File: src/rtl/mac_result_unloader.sv
// mac_result_unloader
// Drain side of the MAC array. An accepted start snapshots every accumulator
// lane, pulses the array clear bus for one cycle, then streams one narrowed
// result per lane to the downstream sink.
//
// Build option: define UNLOAD_SAT_EN to narrow each accumulator to OUT_W by
// signed saturation. When it is undefined, the low OUT_W bits are kept
// (truncation).
//
// Output handshake (valid/ready): out_valid rises together with a lane's
// out_data/out_idx/out_last. All four hold steady until a rising edge where
// out_ready is also high. That edge is the transfer. The next lane appears on
// the following cycle, or, after the last lane, out_valid drops.
module mac_result_unloader #(
  parameter int N_MACS = 4,
  parameter int ACC_W  = 16,
  parameter int OUT_W  = 8,
  parameter int IDX_W  = 2
) (
  input  logic                      clk,
  input  logic                      rst,
  input  logic                      start,
  input  logic [N_MACS*ACC_W-1:0]   acc_in,
  output logic [N_MACS-1:0]         clear,
  output logic [OUT_W-1:0]          out_data,
  output logic [IDX_W-1:0]          out_idx,
  output logic                      out_valid,
  input  logic                      out_ready,
  output logic                      out_last,
  output logic                      busy,
  output logic                      done,
  output logic [1:0]                fsm_state
);

  localparam logic [1:0] S_IDLE   = 2'd0;
  localparam logic [1:0] S_CLEAR  = 2'd1;
  localparam logic [1:0] S_STREAM = 2'd2;
  localparam logic [1:0] S_DONE   = 2'd3;

  localparam logic [IDX_W-1:0] LAST_IDX = IDX_W'(N_MACS - 1);

  logic [1:0]       state;
  logic [IDX_W-1:0] idx;
  logic [IDX_W-1:0] next_idx;
  logic [IDX_W-1:0] lane_sel;
  logic [ACC_W-1:0] lane_val;
  logic [OUT_W-1:0] lane_conv;
  logic [ACC_W-1:0] snap [N_MACS];

  // The current state is exported so that checkers can observe it.
  assign fsm_state = state;

  // Choose the lane that loads into the output register at the next edge.
  // In CLEAR this is lane 0. In STREAM it is the lane after the current one.
  always_comb begin
    next_idx = idx + IDX_W'(1);
    lane_sel = (state == S_STREAM) ? next_idx : '0;
    lane_val = snap[lane_sel];
  end

`ifdef UNLOAD_SAT_EN
  localparam logic [OUT_W-1:0] SAT_MAX = {1'b0, {(OUT_W-1){1'b1}}};
  localparam logic [OUT_W-1:0] SAT_MIN = {1'b1, {(OUT_W-1){1'b0}}};

  // The value fits in OUT_W when every bit from the OUT_W sign bit upward
  // equals the ACC_W sign bit. Otherwise it clamps toward its own sign.
  always_comb begin
    lane_conv = lane_val[OUT_W-1:0];
    if (lane_val[ACC_W-1:OUT_W-1] != {(ACC_W-OUT_W+1){lane_val[ACC_W-1]}}) begin
      lane_conv = lane_val[ACC_W-1] ? SAT_MIN : SAT_MAX;
    end
  end
`else
  // Truncation keeps only the low OUT_W bits. The upper bits are discarded.
  always_comb begin
    lane_conv = lane_val[OUT_W-1:0];
  end

  logic unused_hi_bits;
  assign unused_hi_bits = ^lane_val;
`endif

  // Capture every lane on an accepted start. The captured values stay frozen
  // for the whole unload, whatever acc_in does afterward.
  always_ff @(posedge clk) begin
    if (!rst) begin
      for (int i = 0; i < N_MACS; i++) begin
        snap[i] <= '0;
      end
    end else if (state == S_IDLE && start) begin
      for (int i = 0; i < N_MACS; i++) begin
        snap[i] <= acc_in[i*ACC_W +: ACC_W];
      end
    end
  end

  // Control FSM and all registered outputs: IDLE -> CLEAR -> STREAM -> DONE.
  always_ff @(posedge clk) begin
    if (!rst) begin
      state     <= S_IDLE;
      idx       <= '0;
      clear     <= '0;
      out_data  <= '0;
      out_valid <= 1'b0;
      out_last  <= 1'b0;
      busy      <= 1'b0;
      done      <= 1'b0;
    end else begin
      // clear and done are single-cycle pulses, so they default low.
      clear <= '0;
      done  <= 1'b0;
      case (state)
        S_IDLE: begin
          if (start) begin
            clear <= '1;
            busy  <= 1'b1;
            state <= S_CLEAR;
          end
        end
        S_CLEAR: begin
          idx       <= '0;
          out_data  <= lane_conv;
          out_valid <= 1'b1;
          out_last  <= (N_MACS == 1);
          state     <= S_STREAM;
        end
        S_STREAM: begin
          if (out_valid && out_ready) begin
            if (idx == LAST_IDX) begin
              out_valid <= 1'b0;
              out_last  <= 1'b0;
              out_data  <= '0;
              done      <= 1'b1;
              state     <= S_DONE;
            end else begin
              idx      <= next_idx;
              out_data <= lane_conv;
              out_last <= (next_idx == LAST_IDX);
            end
          end
        end
        S_DONE: begin
          idx   <= '0;
          busy  <= 1'b0;
          state <= S_IDLE;
        end
        default: begin
          state <= S_IDLE;
        end
      endcase
    end
  end

  assign out_idx = idx;

endmodule
File: config.mk
export PLATFORM = sky130hd
export DESIGN_NAME = mac_result_unloader
export DESIGN_NICKNAME = d
export VERILOG_FILES = /design/src/rtl/mac_result_unloader.sv
export SDC_FILE = /design/constraint.sdc
export NUM_CORES = 1
export LEC_CHECK = 0
export ABC_AREA = 0
export BUFFER_PORTS_ARGS = -buffer_cell sky130_fd_sc_hd__buf_2
export CAP_MARGIN = 5
export CORE_MARGIN = 1.5
export CORE_UTILIZATION = 51
export CTS_CLUSTER_SIZE = 12
export DETAILED_ROUTE_END_ITERATION = 6
export PLACE_DENSITY = 0.84
export SLEW_MARGIN = 20
export SYNTH_ARGS = -nofsm -noshare
export SYNTH_HDL_FRONTEND = slang
export SYNTH_SLANG_ARGS = --single-unit
export TNS_END_PERCENT = 30
File: constraint.sdc
create_clock -name clk -period 3.7 [get_ports clk]
set_clock_uncertainty 0.1 [all_clocks]
set_input_delay 0.37 -clock clk [delete_from_list [all_inputs] [get_ports clk]]
set_output_delay 0.37 -clock clk [all_outputs]
set_load 0.03 [all_outputs]
; Word-level counts from Yosys, hierarchy flattened
; Memories as Yosys holds them, arrays and structs flattened.
; Index checks and enable logic that the tools add are counted.
[word_totals]
n_memories = 1
ramBits = 64
wordCells = 66
reg_bits = 20
output_inout_bits = 20
[op_classes]
eq_ne = 9
add_sub_neg = 1
n_reduce_logical = 14
mux = 29
n_bitwise = 4
[memory_table]
columns = name, words, width, read_ports, rd_ports_with_merged_regs, wr, line_no
row1 = snap, 4, 16, 1, 0, 4, 48  ; logic [ACC_W-1:0] snap [N_MACS];
[ops]
columns = operator, count
row1 = $mux W16, 4
row2 = $mux W8, 2
row3 = $pmux W8 S2, 1
row4 = $mux W2, 6
row5 = $reduce_and A3 Y1, 4
row6 = $mux W1, 10
row7 = $eq A2 B2 Y1 const B, 4
row8 = $pmux W2 S4, 1
row9 = $pmux W1 S2, 3
row10 = $reduce_and A2 Y1, 3
row11 = $reduce_bool A2 Y1, 3
row12 = $mux W4, 1
row13 = $ne A2 B1 Y1 const B, 2
row14 = $ne A2 B2 Y1 const B, 2
row15 = $or A1 B1 Y1, 4
row16 = $pmux W2 S2, 1
row17 = $add A2 B1 Y2 const B, 1
row18 = $eq A2 B1 Y1 const B, 1
row19 = $logic_and A1 B1 Y1, 2
row20 = $logic_not A2 Y1, 1
row21 = $reduce_or A2 Y1, 1

; Longest topological paths before layout
[logic_depth]
depth_word = 6
depth_mapped = 6
ltp_nobuf = 5

; Least setup slack after synthesis
; Ideal clock, no wire load.
[synth_path]
path_kind = reg-to-reg
start = register state[0], in the netlist fsm_state[0]
end = memory snap[0][0] (enable)
t_required_ns = 3.121
setup_time_ns = 0.479
arrival_ns = 1.563
stages_incl_launch_ff = 5
setup_slack_ns = 1.558
period_less_slack_ns = 2.142
path_cell_list = dfxtp_1 -> inv_1 -> ha_1 -> nand2_1 -> nand2_1
[synth_lines]
columns = element, line_no
row1 = "start, declared", 42  ; logic [1:0] state;
row2 = "start signal, assigned", 100  ; state <= S_IDLE;
row3 = "start signal, assigned", 117  ; state <= S_CLEAR;
row4 = "start signal, assigned", 125  ; state <= S_STREAM;
row5 = "end, declared", 48

; Worst setup path in the final report
[layout_path]
start = register state[0], in the netlist fsm_state[0]
end = register out_data[5]
[layout_via]
elab_chain_len = 6
elab_cells_between_ends = 10
classes_between = 3 x eq/ne / 4 x mux / 2 x reduce/logical / 1 x memory
[layout_rtl]
columns = element, line_no
row1 = $eq A2 B2 Y1, "57, 112"
row2 = $mux W2, 57  ; lane_sel = (state == S_STREAM) ? next_idx : '0;
row3 = $mem_v2 Z4 W16, --
row4 = $mux W8, 129  ; if (idx == LAST_IDX) begin
row5 = $mux W8, 128  ; if (out_valid && out_ready) begin
row6 = $pmux W8 S2, 112  ; case (state)
row7 = "end signal, assigned", 122  ; out_data <= lane_conv;
row8 = "end signal, assigned", 137  ; out_data <= lane_conv;
row9 = "end, declared", 25  ; output logic [OUT_W-1:0] out_data,
; Several ways; a longest one is shown, not always the timed one. The select of a mux whose other input is x is not followed.
; A chain may end at the register's enable or synchronous reset.

==> metrics.md <==
| Metric | Value |
|---|---|
| Status | complete, no violations |
| Pre-Repair DR Iteration Count | 4 |
| Clk root buf | clkbuf_8 |
| Sequential Area | 0.001301 mm2 |
| Fin. Hold Viols | 0 |
| Routed wire per std cell | 14.40 um |
| Final core utilization | 63.15% |
| Switching Share | between 30% and 40% |
| Worst Path Arrival | roughly 2400 ps |
| Final Max Slew Viols | 0 |
| CP max stage delay | 580 ps |
| Register area share after synthesis | 60.01% |
| Post-Syn Area | 0.002168 mm2 |
| Remaining DRCs | 0 |
| Leakage power | 1.096 nW |
| Max_slew headroom | 47.10% |
| Share of cells above drive strength 1 | 35.19% |
| Tmin final | 2261 ps |
| Post-synth EDFFs | 32 |
| Area of the multi-input gates | 794.5 um2 |
| Num Clock Sinks | between 40 and 50 |
| Total gr overflow | 0 |
| Reg-to-Reg Start | fsm_state[0] |
| Die area | 0.004652 mm2 |
| Final net count | 290 |
| Count of cell types in the netlist | 31 |
| Syn Nets | 234 |
| Pwr Total | 1.667 mW |
| Commonest non-fill, non-tap cell in the layout | buf_2 |
| Core Region | 0.004058 mm2 |
| Internal power | 1.098 mW |
| Dpl hpwl | 2.653 mm |
| Sequential share of power | 47.5% |
| Maximum VDD drop | 0.3546 mV |
| Crit path max-delay family | multiplexers |
| Initial core utilization | roughly 53% |
| Post-synth top flop | edfxtp_1 |
| Vias | between 1000 and 1500 |
| First-pass GRT wire length | ~5.8 mm |
| Clk slew on worst S/H paths | 90 ps |
| Power share of the combinational group | 33.8% |
| Final critical-path share of the clock period | 61.11% |
| Die height | 68.21 um |
| Clock buffer count from CTS | 5 |
| Row count | 23 |
| Cells after synthesis | around 160 |
| Crit path launch | fsm_state[0] |
| Critical path type | reg2reg |
| Unrepaired setup endpoints after global routing | false |
| Crit. End Element | flip-flop |
| Initial antenna violation count | 0 |
| Psw | 0.5689 mW |
| Crit path launch type | flip-flop |
| Synth Register Bits | 49 |
| Setup TNS | 0 ps |
| Most frequent cells in the layout | 55 x buf_2, 33 x and2_1, 32 x edfxtp_1 |
| Post-CTS Setup Bufs | 0 |
| Fmax | 442.3 MHz |
| Largest net degree at the start of global routing | 34 |
| Buf+Inv Stages, Crit Path | 1 |
| CTS tree | done |
| DR vias/cell | 5.320 |
| Pwr dens | 650.5 mW/mm2 |
| Port buffer count | 55 |
| Max clock buf depth | 2 |
| Clk pwr share | 18.7% |
| # fillers | 301 |
| Hold_buf cts | 0 |
| Vias in the first global route | around 1200 |
| Crit-path cells | inv_1 -> ha_1 -> nand2b_1 -> mux4_2 -> a22o_1 |
| GRT Total Usage | ~18% |
| Worst Hold Launch | acc_in[21] |
| Post-route ant nets | 0 |
| Layout area overhead | 18.18% |
| Worst Path Required | 3810 ps |
| Critical path's slowest cell | mux4_2 |
| CP max FO | 8 |
| Post-synth ARST share | 0% |
| Die X | between 60 and 70 um |
| Worst-Margin Slew | 793.5 ps |
| 1st-iter DRT viols | 129 |
| Syn. warnings | 0 |
| Number of diodes | 0 |
| Cts repair resizes | 0 |
| Tightest Hold Check Type | in2reg |
| Worst-Skew Late Latency | approximately 300 ps |
| H-tree levels | 2 |
| Maxcap violations | 0 |
| # setup viols final | 0 |
| Drt total wl | around 3.8 mm |
| Syn avg cell area | 13.64 um2 |
| Num ports | 88 |
| Gpl congestion | 0.7736 |
-- synth_stat cells, types with 2 or more instances --
master / instances / area share (%)
nor2b_1: 3 / 0.87
inv_1: 5 / 0.87
nand2b_1: 3 / 0.87
a21oi_1: 5 / 1.2
o31ai_1: 4 / 1.4
mux4_2: 8 / 8.3
nand4b_1: 2 / 0.81
ha_1: 7 / 4.0
a22o_1: 8 / 3.2
or4_1: 2 / 0.69
dfxtp_1: 17 / 16
buf_4: 3 / 1.0
nand3_1: 2 / 0.46
and2_1: 33 / 9.5
nor2_1: 4 / 0.69
nand2_1: 4 / 0.69
edfxtp_1: 32 / 44
clkbuf_1: 4 / 0.69
-- power by group through the flow --
stage | logic [mW] | clock network, mW | registers (mW)
2_1_floorplan | 0.359 | 0 | 0.875
3_3_place_gp | 0.548 | 0 | 0.797
4_1_cts | 0.565 | 0.322 | 0.795
3_5_place_dp | 0.563 | 0 | 0.807
5_1_grt | 0.614 | 0.341 | 0.807
6_report | 0.563 | 0.311 | 0.793
-- flip-flops by register name, summed over array words and instances, names as in the netlist --
signal,flops
out_valid,1
clear,1
snap,32
out_idx,2
out_data,8
fsm_state,2
done,1
out_last,1
busy,1
-- worst paths after layout --
check	to	slack [ps]	depth (start not counted)
setup / recovery	out_data[5]	1440	5
hold / removal	snap[1][5]	230	2
hold reg to reg	out_last	370	2
setup reg to reg	out_data[5]	1440	5
-- cell type report --
class	count	area share [%]
sequential	49	50.78
tap	50	2.441
clock buffer	6	2.832
multi-input combinational	96	31.01
clock inverter	2	0.5859
inverter	5	0.7324
timing repair buffer	58	11.62
-- per-stage QoR --
step | hold WS [ps] | area, um2 | setup WS (ps) | cells
floorplan | 387.5 | 2168 | 1558 | 159
global placement | 349.3 | 2475 | 1458 | 258
detailed placement | 353.3 | 2475 | 1412 | 258
CTS | 223.6 | 2562 | 1403 | 266
global route | 225.2 | 2562 | 1265 | 266
finish | 231.9 | 2562 | 1439 | 266
-- layer usage --
layer / global-route usage (%) / vias up / wire length (um) / part of all wire, %
met3: 5.428 / 6 / 201 / 5.2
li1: - / 689 / - / -
met4: 7.000 / 0 / 52 / 1.4
met5: 0 / - / 0 / 0
met1: 21.61 / 678 / 1611 / 42
met2: 30.10 / 42 / 1965 / 51
-- worst register-to-register path: stages, from the launching register on --
cell	delay (ps)
dfxtp_1	390
inv_1	110
ha_1	290
nand2b_1	460
mux4_2	580
a22o_1	230
-- cells by family after synthesis --
kind of cell    synth area share (%)
buf+inv                        3.346
mux                            8.309
flops                          60.01
compound gates                 8.483
fa+ha+maj                      4.039
simple gates                   15.81
Power figures use the tool's default switching activity.
